<file path="src/rtl/logic_gate_demo_multi.sv">
// Synchronised, debounced switches feed a button-selected N-input reduction gate.
// Define LOGIC_GATE_DEMO_AUTOSTEP_EN to add a timed mode autostep.
module logic_gate_demo_multi #(
   parameter int N_INPUTS        = 2,
   parameter int DEBOUNCE_CYCLES = 1000000,
   parameter int AUTOSTEP_CYCLES = 200000000
) (
   input  logic                I_P_CLK,
   input  logic                I_P_RST_N,
   input  logic [N_INPUTS-1:0] I_P_SW,
   input  logic                I_P_BTN_MODE,
   output logic [N_INPUTS-1:0] O_P_LED_IN,
   output logic                O_P_LED_GATE,
   output logic [2:0]          O_P_LED_MODE,
   output logic                O_P_MODE_CHANGE
);

   typedef enum logic [2:0] {
      MODE_AND  = 3'd0,
      MODE_OR   = 3'd1,
      MODE_NAND = 3'd2,
      MODE_NOR  = 3'd3,
      MODE_XOR  = 3'd4,
      MODE_XNOR = 3'd5
   } mode_e;

   // Switch bits and the button share one synchroniser/debouncer vector; button is the MSB.
   localparam int NB = N_INPUTS + 1;
   localparam int CW = $clog2(DEBOUNCE_CYCLES + 1);
   localparam logic [CW-1:0] CNT_LAST = CW'(DEBOUNCE_CYCLES);

   if (N_INPUTS < 2 || N_INPUTS > 8 || DEBOUNCE_CYCLES < 2 || AUTOSTEP_CYCLES < 2) begin : g_param_check
      $error("logic_gate_demo_multi: parameter out of range");
   end

   logic [NB-1:0] w_raw;
   logic [NB-1:0] r_sync1;
   logic [NB-1:0] r_sync2;
   logic [NB-1:0] r_deb;
   logic [CW-1:0] r_cnt [NB];
   logic [NB-1:0] w_commit;
   logic          w_btn_rise;
   logic          w_advance;
   mode_e         r_mode;
   logic          r_mode_change;
   logic          w_gate;
   logic          r_gate;
   logic [N_INPUTS-1:0] w_sw;

   assign w_raw = {I_P_BTN_MODE, I_P_SW};

   // A bit commits once DEBOUNCE_CYCLES differing edges are already counted and it still differs.
   always_comb begin
      // NOTE: default every always_comb output first so no path can infer a latch.
      w_commit = '0;
      for (int i = 0; i < NB; i++) begin
         w_commit[i] = (r_sync2[i] != r_deb[i]) && (r_cnt[i] == CNT_LAST);
      end
   end

   always_ff @(posedge I_P_CLK or negedge I_P_RST_N) begin
      if (!I_P_RST_N) begin
         r_sync1 <= '0;
         r_sync2 <= '0;
         r_deb   <= '0;
         // NOTE: the counter array is reset too, so no partial count survives a reset.
         for (int i = 0; i < NB; i++) begin
            r_cnt[i] <= '0;
         end
      end else begin
         // NOTE: non-blocking assignments keep the two synchroniser stages as separate flops.
         r_sync1 <= w_raw;
         r_sync2 <= r_sync1;
         for (int i = 0; i < NB; i++) begin
            if (r_sync2[i] == r_deb[i]) begin
               r_cnt[i] <= '0;
            end else if (w_commit[i]) begin
               r_deb[i] <= r_sync2[i];
               r_cnt[i] <= '0;
            end else begin
               r_cnt[i] <= r_cnt[i] + CW'(1);
            end
         end
      end
   end

   // Advance on the same edge the debounced button rises, so mode and LED_IN stay aligned.
   assign w_btn_rise = w_commit[NB-1] & r_sync2[NB-1];

`ifdef LOGIC_GATE_DEMO_AUTOSTEP_EN
   localparam int AW = $clog2(AUTOSTEP_CYCLES);
   localparam logic [AW-1:0] AUTO_LAST = AW'(AUTOSTEP_CYCLES - 1);

   logic [AW-1:0] r_auto_cnt;
   logic          w_auto_tc;

   assign w_auto_tc = (r_auto_cnt == AUTO_LAST);
   assign w_advance = w_btn_rise | w_auto_tc;

   always_ff @(posedge I_P_CLK or negedge I_P_RST_N) begin
      if (!I_P_RST_N) begin
         r_auto_cnt <= '0;
      end else if (w_advance) begin
         r_auto_cnt <= '0;
      end else begin
         r_auto_cnt <= r_auto_cnt + AW'(1);
      end
   end
`else
   assign w_advance = w_btn_rise;
`endif

   always_ff @(posedge I_P_CLK or negedge I_P_RST_N) begin
      if (!I_P_RST_N) begin
         r_mode        <= MODE_NAND;
         r_mode_change <= 1'b0;
      end else begin
         r_mode_change <= 1'b0;
         if (r_mode > MODE_XNOR) begin
            r_mode <= MODE_AND;
         end else if (w_advance) begin
            r_mode        <= (r_mode == MODE_XNOR) ? MODE_AND : mode_e'(r_mode + 3'd1);
            r_mode_change <= 1'b1;
         end
      end
   end

   assign w_sw = r_deb[N_INPUTS-1:0];

   always_comb begin
      w_gate = 1'b0;
      case (r_mode)
         MODE_AND:  w_gate = &w_sw;
         MODE_OR:   w_gate = |w_sw;
         MODE_NAND: w_gate = ~&w_sw;
         MODE_NOR:  w_gate = ~|w_sw;
         MODE_XOR:  w_gate = ^w_sw;
         MODE_XNOR: w_gate = ~^w_sw;
         default:   w_gate = 1'b0;
      endcase
   end

   always_ff @(posedge I_P_CLK or negedge I_P_RST_N) begin
      if (!I_P_RST_N) begin
         r_gate <= 1'b1;
      end else begin
         r_gate <= w_gate;
      end
   end

   assign O_P_LED_IN      = w_sw;
   assign O_P_LED_GATE    = r_gate;
   assign O_P_LED_MODE    = r_mode;
   assign O_P_MODE_CHANGE = r_mode_change;

endmodule

</file>
<file path="config.mk">
export PLATFORM = sky130hd
export DESIGN_NAME = logic_gate_demo_multi
export DESIGN_NICKNAME = d
export VERILOG_FILES = /design/src/rtl/logic_gate_demo_multi.sv
export SDC_FILE = /design/constraint.sdc
export NUM_CORES = 1
export LEC_CHECK = 0
export ABC_AREA = 0
export CELL_PAD_IN_SITES_DETAIL_PLACEMENT = 0
export CELL_PAD_IN_SITES_GLOBAL_PLACEMENT = 1
export CORE_MARGIN = 2
export CORE_UTILIZATION = 52
export CTS_CLUSTER_DIAMETER = 40
export DETAILED_ROUTE_END_ITERATION = 10
export MAX_ROUTING_LAYER = met4
export PLACE_DENSITY_LB_ADDON = 0.2
export SYNTH_ARGS = -nofsm -noshare
export SYNTH_HDL_FRONTEND = slang
export SYNTH_SLANG_ARGS = --single-unit
</file>
<file path="constraint.sdc">
create_clock -name I_P_CLK -period 5.4 [get_ports I_P_CLK]
set_input_delay 0.54 -clock I_P_CLK [delete_from_list [all_inputs] [get_ports I_P_CLK]]
set_output_delay 0.54 -clock I_P_CLK [all_outputs]
set_load 0.03 [all_outputs]
</file>
# ---- Yosys cells after proc, flatten, opt, wreduce, memory -nomap -nowiden
# Index checks and enable logic that the tools add are counted.
dict set report totals {
  regBits 74
  in_bits 5
  output_inout_bits 7
  elab_cells 60
}
dict set report classes {
  n_addsub 4
  order_cmp 1
  n_eq_ne 14
  n_mux 12
  bitwise 4
  n_reduce_logical 14
}
# cell count
set ops {}
lappend ops {{$mux W20} 6}
lappend ops {{$add A20 B1 Y20 const B} 3}
lappend ops {{$eq A20 B20 Y1 const B} 3}
lappend ops {{$mux W3} 3}
lappend ops {{$reduce_and A2 Y1} 4}
lappend ops {{$eq A3 B2 Y1 const B} 2}
lappend ops {{$eq A3 B3 Y1 const B} 2}
lappend ops {{$pmux W1 S6} 1}
lappend ops {{$add A3 B1 Y3 const B} 1}
lappend ops {{$eq A1 B1 Y1} 3}
lappend ops {{$eq A3 B1 Y1 const B} 1}
lappend ops {{$gt A3 B3 Y1 const B} 1}
lappend ops {{$logic_and A1 B1 Y1} 3}
lappend ops {{$logic_not A3 Y1} 1}
lappend ops {{$ne A1 B1 Y1} 3}
lappend ops {{$not A1 Y1} 3}
lappend ops {{$logic_not A1 Y1} 2}
lappend ops {{$mux W1} 2}
lappend ops {{$reduce_bool A2 Y1} 1}
lappend ops {{$reduce_or A2 Y1} 1}
lappend ops {{$reduce_xnor A2 Y1} 1}
lappend ops {{$reduce_xor A2 Y1} 1}
lappend ops {{$and A1 B1 Y1} 1}

# ---- Depth between registers and ports, before layout
# Gate-level depths: netlist of run 1.
dict set report depth {
  ltp_word 5
  mapped_depth 7
  ltp_nobuf 6
}

# ---- Worst setup path after synthesis of run 1
# No wires, ideal clock.
dict set report synth_path {
  path_type {reg-to-reg}
  start {register r_cnt[42] (netlist name)}
  end {register r_deb[0]}
  arrival_time_ps 1863
  required_ps 5275
  slack_ps 3413
  path_stages_with_launch 5
  period_less_slack_ps 1987
  cell_sequence {dfrtp_1 -> or4_1 -> or4_1 -> nor2_1 -> mux2_2}
}
dict set report synth_via {
  elab_chain_cells 3
}
# element line_no
set synth_lines {}
lappend synth_lines {{from (decl)} 40} ;# logic [CW-1:0] r_cnt [NB];
lappend synth_lines {{from (signal, indexed assignment)} 81} ;# r_cnt[i] <= r_cnt[i] + CW'(1);
lappend synth_lines {{$eq A20 B20 Y1} 57} ;# w_commit[i] = (r_sync2[i] != r_deb[i]) && (r_cnt[i] == CNT_LAST);
lappend synth_lines {{$logic_and A1 B1 Y1} 57}
lappend synth_lines {{$reduce_and A2 Y1 (no source line)} n/a}
lappend synth_lines {{to (signal, indexed assignment)} 78} ;# r_deb[i] <= r_sync2[i];
lappend synth_lines {{to (decl)} 39} ;# logic [NB-1:0] r_deb;
# No other way between the ends.
# A chain may end at the register's enable or synchronous reset.

# ---- Worst setup path after layout of run 1
dict set report layout_path {
  start {register r_mode[1], in the netlist O_P_LED_MODE[1]}
  end {output port O_P_LED_MODE[1]}
}
# element line_no
set layout_lines {}
lappend layout_lines {{from (decl)} 44} ;# mode_e r_mode;
lappend layout_lines {{from (signal assigned)} 122} ;# r_mode <= (r_mode == MODE_XNOR) ? MODE_AND : mode_e'(r_mode + 3'd1);
lappend layout_lines {{to (decl)} 14} ;# output logic [2:0] O_P_LED_MODE,
# No word-level cell between the ends.

==> results of run 1 <==
-- synth_stat cells (2+ instances only) --
master,n
dfstp_2,2
inv_1,21
nand3_1,20
nor4bb_1,2
xor2_1,16
nor3_1,11
and4_1,3
a21oi_1,19
buf_4,3
buf_2,3
and2_1,3
xnor2_1,24
and3_1,4
nor4_1,9
dfrtp_1,72
nand4b_1,2
nor2_1,53
mux2_2,3
ha_1,9
or3_2,2
nand4_1,10
or3_1,5
nand2_1,26
or4_1,15
o21ai_0,9
o21a_1,2
nor2b_1,2
o31ai_1,8
nand3b_1,2
nand4_4,2
nor4b_1,6
clkbuf_1,5
-- cell type report --
cell class	count	share of cell area
Clock buffer	12	0.03710
Timing Repair Buffer	14	0.03112
Multi-Input combinational cell	281	0.4279
Tap cell	99	0.02962
Inverter	21	0.01885
Sequential cell	74	0.4434
Clock inverter	4	0.01197
-- how the worst min path moves through the flow --
stage               start               to  slack, ns  depth (start not counted)
2_1_floorplan   I_P_RST_N  O_P_LED_MODE[0]       0.24                          0
3_3_place_gp   r_sync1[1]       r_sync2[1]       0.33                          0
3_5_place_dp   r_sync1[0]       r_sync2[0]       0.34                          0
4_1_cts        r_sync1[0]       r_sync2[0]       0.35                          0
5_1_grt        r_sync1[0]       r_sync2[0]       0.37                          0
6_report        I_P_RST_N        r_cnt[16]       0.31                          1
-- registers in the layout, indices dropped and copies added (netlist names) --
name             count
r_sync2              3
O_P_MODE_CHANGE      1
r_sync1              3
O_P_LED_GATE         1
O_P_LED_MODE         3
r_cnt               60
r_deb                3
-- power by group through the flow --
stage	Combinational (mW)	Sequential [mW]	Clock (mW)
final	0.0398	0.570	0.446
after global routing	0.0470	0.572	0.482
after CTS	0.0415	0.570	0.457
after detailed placement	0.0412	0.581	0
after global placement	0.0406	0.580	0
after floorplan	0.0226	0.579	0
-- logic make-up after synthesis --
kind of cell / share of synthesized area
buffers and inverters: 0.03704
flip-flops: 0.4901
adder cells (fa/ha/maj): 0.02976
multiplexers: 0.008928
AO/OA/AOI/OAI: 0.07374
XOR/XNOR: 0.09259
AND/OR/NAND/NOR: 0.2679
-- routing by layer --
layer	track usage	part of all wire	vias to the layer above
li1	-	-	1399
met1	0.2666	0.49	1356
met2	0.2956	0.47	35
met3	0.03324	0.027	12
met4	0.08548	0.020	0
met5	-	0	-
==> results.md, run 1 <==
- Final Hold Violating Endpoints: 0
- Largest net degree at the start of global routing: 75
- Req. time, crit path: 4.86 ns
- Design Area, Final: ~0.0042 mm^2
- Starting Density: 0.5302
- Net count, final: 415
- Yosys warnings: 0
- Commonest non-fill, non-tap cell in the layout: dfrtp_1
- Critical path type: reg -> out
- Slew headroom: 0.3929
- Sequential area share after synthesis: 0.4901
- Grt total ovfl: 0
- Slack of the critical path: 3.215 ns
- Avg Vias per Cell: between 5 and 6
- Row cnt: 31
- Ports: 12
- Slowest stage cell, crit path: clkdlybuf4s50_1
- Core area: around 0.0071 mm^2
- Non-filler cells, final: 505
- Internal power: 812.1 uW
- Switching part of the total: 0.2313
- Port Buffers: 11
- Top-area cell type share of the netlist area: 0.4762
- Crit path from: O_P_LED_MODE[1]
- Antenna diode instance count: 0
- Die H: between 80 and 90 um
- Area contributors post-synth: dfrtp_1 48%, xnor2_1 5.6%, nor2_1 5.3%
- Worst Hold Margin: a little over 0.3 ns
- Vias in the first global route: roughly 2,500
- Worst VDD drop: 0.1332 mV
- Share of flip-flops with an asynchronous set or reset: 1.000
- Placed cells: 489
- Initial antenna violation count: 0
- Bufs and invs on worst path: 1
- CTS tree: done
- Vias: ~2,800
- Leakage: 1.671 nW
- Tot Pwr: about 1.1 mW
- Status: complete, no violations
- Gate power share: 0.038
- Reg clk slew, reported paths: 0.08 ns
- Syn Nets: about 400
- Setup crit end kind: output pin
- CP Depth: 1
- Post-detail-place hpwl: approximately 4700 um
- Max Slew Vio Count: 0
- Reg2Reg Depth: 5
- Least-Margin Pin Slew: 0.9106 ns
- FF+latch area: around 0.0019 mm^2
- Power share of the clock group: 0.423
- Delay-heaviest family, CP: buffers and inverters
- H-tree Lvls: 3
- Reg-to-Reg Start: r_cnt[42]
- Setup violators final: 0
- Yosys reg bits: 74
- Distinct cell type count after synthesis: 47
- HP Class: in -> async
- First-pass GRT wire length: 11,840 um
- Mean post-synth cell area: 9.752 um^2
- Fraction of final layout cells with drive strength greater than 1: 0.07882
- EDFF count, synth: 0
- Fmax: 457.6 MHz
- Clk buf depth: 2
- R2r endpoint: r_cnt[44]
- Post-Syn Area: 0.003784 mm^2
- Wire length per cell: 13.89 um
- Area delta synth->final: 10.52%
- Root buffer cell: clkbuf_8
- Number of detailed-route iterations in the first pass: 4
- NetSw: 244.4 uW
- Syn Inst Count: approximately 390
- Clk_lat worst skew: 0.35 ns
- Final RePlAce weighted congestion: just under 0.8
- Setup_tns: 0 ns
- # fillers: between 600 and 700
- Die area: roughly 0.0080 mm^2
- Commonest register cell after synthesis: dfrtp_1
- FF-to-FF setup slack: ~3.3 ns
- Yosys top cell by area: dfrtp_1
- DRT iter0 DRCs: approximately 150
- Hold buffers post-CTS: 0
- Total setup buffers inserted after CTS: 0
- Max_cap viols: 0
- CTS Sinks: 74
- Post-Place Cell Area: 0.003976 mm^2
- Total Wirelength: 7016 um
- Worst setup path end: O_P_LED_MODE[1]
- Place WS: approximately 3.3 ns
- Minimum clock period: 2.185 ns
- Footprint of the multi-input gates: roughly 0.0018 mm^2
- CTS resizes: 0
- Die X: 89.30 um
- Routed Antenna Nets: 0
- Commonest cells after routing, fill and taps aside: 72 x dfrtp_1, 53 x nor2_1, 26 x nand2_1
- Worst setup SP type: flop
- Cell chain of the critical path: clkdlybuf4s50_1
- Util after Layout: 0.5859
- Residual DRC count: 0
- Worst endpoint data arrival time: 1.65 ns
- RSZ-0062 raised after global routing: false
- CTS Buf Count: 9
- Sequential Power Share: 0.540
- Clk_skew: approximately 0.011 ns
- Worst-path fanout max: 8
- Max incr delay on CP: ~0.7 ns
- Pwr per Cell Area: 252.6 mW/mm^2
- All-Layer GR Usage: 0.1978
- Period utilisation layout: 0.4047
No activity file was read; power rests on OpenSTA's default activity.
==> run 2: changes to the inputs <==
--- a/config.mk
+++ b/config.mk
@@ -9,7 +9,7 @@
 export CELL_PAD_IN_SITES_DETAIL_PLACEMENT = 0
 export CELL_PAD_IN_SITES_GLOBAL_PLACEMENT = 1
 export CORE_MARGIN = 2
-export CORE_UTILIZATION = 52
+export CORE_UTILIZATION = 44
 export CTS_CLUSTER_DIAMETER = 40
 export DETAILED_ROUTE_END_ITERATION = 10
 export MAX_ROUTING_LAYER = met4
==> constraint.sdc (replaced) <==
create_clock -name I_P_CLK -period 1.8 [get_ports I_P_CLK]
set_input_delay 0.18 -clock I_P_CLK [delete_from_list [all_inputs] [get_ports I_P_CLK]]
set_output_delay 0.18 -clock I_P_CLK [all_outputs]
set_load 0.03 [all_outputs]
==> run 2 against run 1 <==
  * The flow now finishes with violations (setup timing)
  * Sequential power grew to 3.0 times the previous value
  * Cell area is 20% higher
  * Register-to-register slack worse by 3.5 ns
  * Worst setup slack worse by 3.4 ns
  * Via count is 10% higher
  * First-iteration DRC count is 39% lower
  * Clock-buffer cell count is 1 lower
  * Global-route usage is 0.63 points lower
==> results.md, run 2 (synthesized netlist as in run 1, its figures left out) <==
- Max reg flops: 60
- Minimum clock period: 1.998 ns
- Setup_tns: -3.553 ns
- Slowest stage cell, crit path: or4_4
- Root buffer cell: clkbuf_8
- Number of detailed-route iterations in the first pass: 6
- Fraction of final layout cells with drive strength greater than 1: 0.3021
- Status: complete, but fails checks
- Die H: 96.73 um
- CTS Sinks: 74
- Routed Antenna Nets: 0
- Row cnt: 33
- Critical path type: reg -> reg
- Vias: 3,091
- Grt total ovfl: 0
- Total Wirelength: 8293 um
- Commonest cells after routing, fill and taps aside: 71 x buf_4, 66 x dfrtp_1, 50 x nor2_1
- Max Slew Vio Count: 0
- Setup violators final: 21
- Final Hold Violating Endpoints: 0
- Ports: 12
- Area delta synth->final: 32.57%
- Starting Density: 0.4582
- Residual DRC count: 0
- # fillers: 697
- Slew headroom: 0.7244
- Wire length per cell: 14.18 um
- H-tree Lvls: 3
- Clk buf depth: 2
- Core area: 0.008258 mm^2
- Delay-heaviest family, CP: simple AND/OR/NAND/NOR gates
- Fmax: about 500 MHz
- Die X: approximately 97 um
- First-pass GRT wire length: 14,330 um
- Net count, final: ~500
- Worst setup SP type: flop
- Largest net degree at the start of global routing: 33
- Clk_skew: 0.005002 ns
- Max_cap viols: 0
- Cell chain of the critical path: or4bb_1, or4_4, nor2_4, mux2_4
- Worst-path fanout max: 2
- FF+latch area: 0.001862 mm^2
- HP Class: in -> reg
- Slack of the critical path: -0.1979 ns
- All-Layer GR Usage: 0.1915
- Pwr per Cell Area: ~660 mW/mm^2
- Worst VDD drop: a little over 0.4 mV
- RSZ-0062 raised after global routing: true
- Worst endpoint data arrival time: 2.23 ns
- Port Buffers: 11
- Max incr delay on CP: 0.57 ns
- Die area: 0.009357 mm^2
- Clk_lat worst skew: around 0.34 ns
- Initial antenna violation count: 0
- Largest Register: r_cnt
- Setup crit end kind: flop
- Post-detail-place hpwl: roughly 5800 um
- CTS tree: done
- Reg clk slew, reported paths: about 0.080 ns
- Tot Pwr: 3.331 mW
- Least-Margin Pin Slew: 0.4134 ns
- Bufs and invs on worst path: 0
- Req. time, crit path: 2.03 ns
- Final RePlAce weighted congestion: between 0.7 and 0.8
- Footprint of the multi-input gates: 0.002012 mm^2
- CTS Buf Count: 9
- Commonest non-fill, non-tap cell in the layout: buf_4
- Leakage: 2.134 nW
- Failing checks: setup timing
- Period utilisation layout: 1.110
- Antenna diode instance count: 0
- Vias in the first global route: 3,149
- DRT iter0 DRCs: about 90
- Avg Vias per Cell: ~5.3
-- run 2: cell count changes in the layout (fill, tap and decap cells not counted), sizes merged --
cell           delta
buf              +72
clkinv            +1
bufinv            +1
clkbuf            -1
or4               +1
dlygate4sd2       +1
dlymetal6s2s      +1
clkinvlp          -1
clkdlybuf4s50     -2
dlygate4sd3       +1
-- run 2: path summary, 6_finish.rpt --
check | startpoint | endpoint | slack (ns) | cells after the start
worst max-delay path | r_cnt[55] | r_deb[0] | -0.20 | 4
worst min-delay path | I_P_BTN_MODE | r_sync1[2] | 0.27 | 1
worst max register to register | r_cnt[55] | r_deb[0] | -0.20 | 4
worst min register to register | r_sync1[2] | r_sync2[2] | 0.35 | 0
max in group asynchronous | I_P_RST_N | r_cnt[5] | 0.94 | 3
min in group asynchronous | I_P_RST_N | r_cnt[17] | 0.31 | 2
-- run 2: area by class of cell --
class,instances,area share
Timing Repair Buffer,87,0.1422
Tap cell,105,0.02619
Clock inverter,5,0.01547
Clock buffer,11,0.02819
Sequential cell,74,0.3712
Inverter,21,0.01571
Multi-Input combinational cell,282,0.4011
-- run 2: where the power goes --
| part | internal, mW | switching (mW) | leakage, nW | total (mW) |
|---|---|---|---|---|
| clock network | 0.814 | 0.611 | 0.109 | 1.42 |
| logic | 0.0925 | 0.111 | 1.03 | 0.203 |
| registers | 1.68 | 0.0180 | 0.995 | 1.70 |
| total | 2.59 | 0.739 | 2.13 | 3.33 |
-- run 2: what timing repair did --
item	4_1_cts	5_1_grt
setup buffers	6	2
resized for setup	9	40
gates cloned	0	1
setup endpoints to repair	29	67
hold buffers	1	0
pin swaps	7	8
endpoints found under the hold margin	26	0
-- run 2: metal layers --
metal / part of all wire / global-route usage / up-vias
li1: - / - / 1547
met5: 0 / - / -
met4: 0.027 / 0.08667 / 0
met3: 0.025 / 0.03396 / 20
met2: 0.47 / 0.2975 / 39
met1: 0.47 / 0.2463 / 1485
-- run 2: metrics by stage --
step	hold slack [ns]	area, um^2	std cells	utilization	setup slack, ns
2_1_floorplan	-0.1156	3850	388	-	-0.1395
3_3_place_gp	0.1474	4523	559	0.5477	-0.1655
3_5_place_dp	0.1462	4523	559	0.5477	-0.2062
4_1_cts	0.2573	4820	582	0.5836	-0.1899
5_1_grt	0.2676	5016	585	0.6074	-0.2337
6_report	0.2702	5016	585	0.6074	-0.1979
-- run 2: worst register-to-register path, delay by kind of cell (launching register included) --
family / cells / cell delay, ns
multiplexers: 1 / 0.30
AND/OR/NAND/NOR: 3 / 1.22
flip-flops: 1 / 0.38
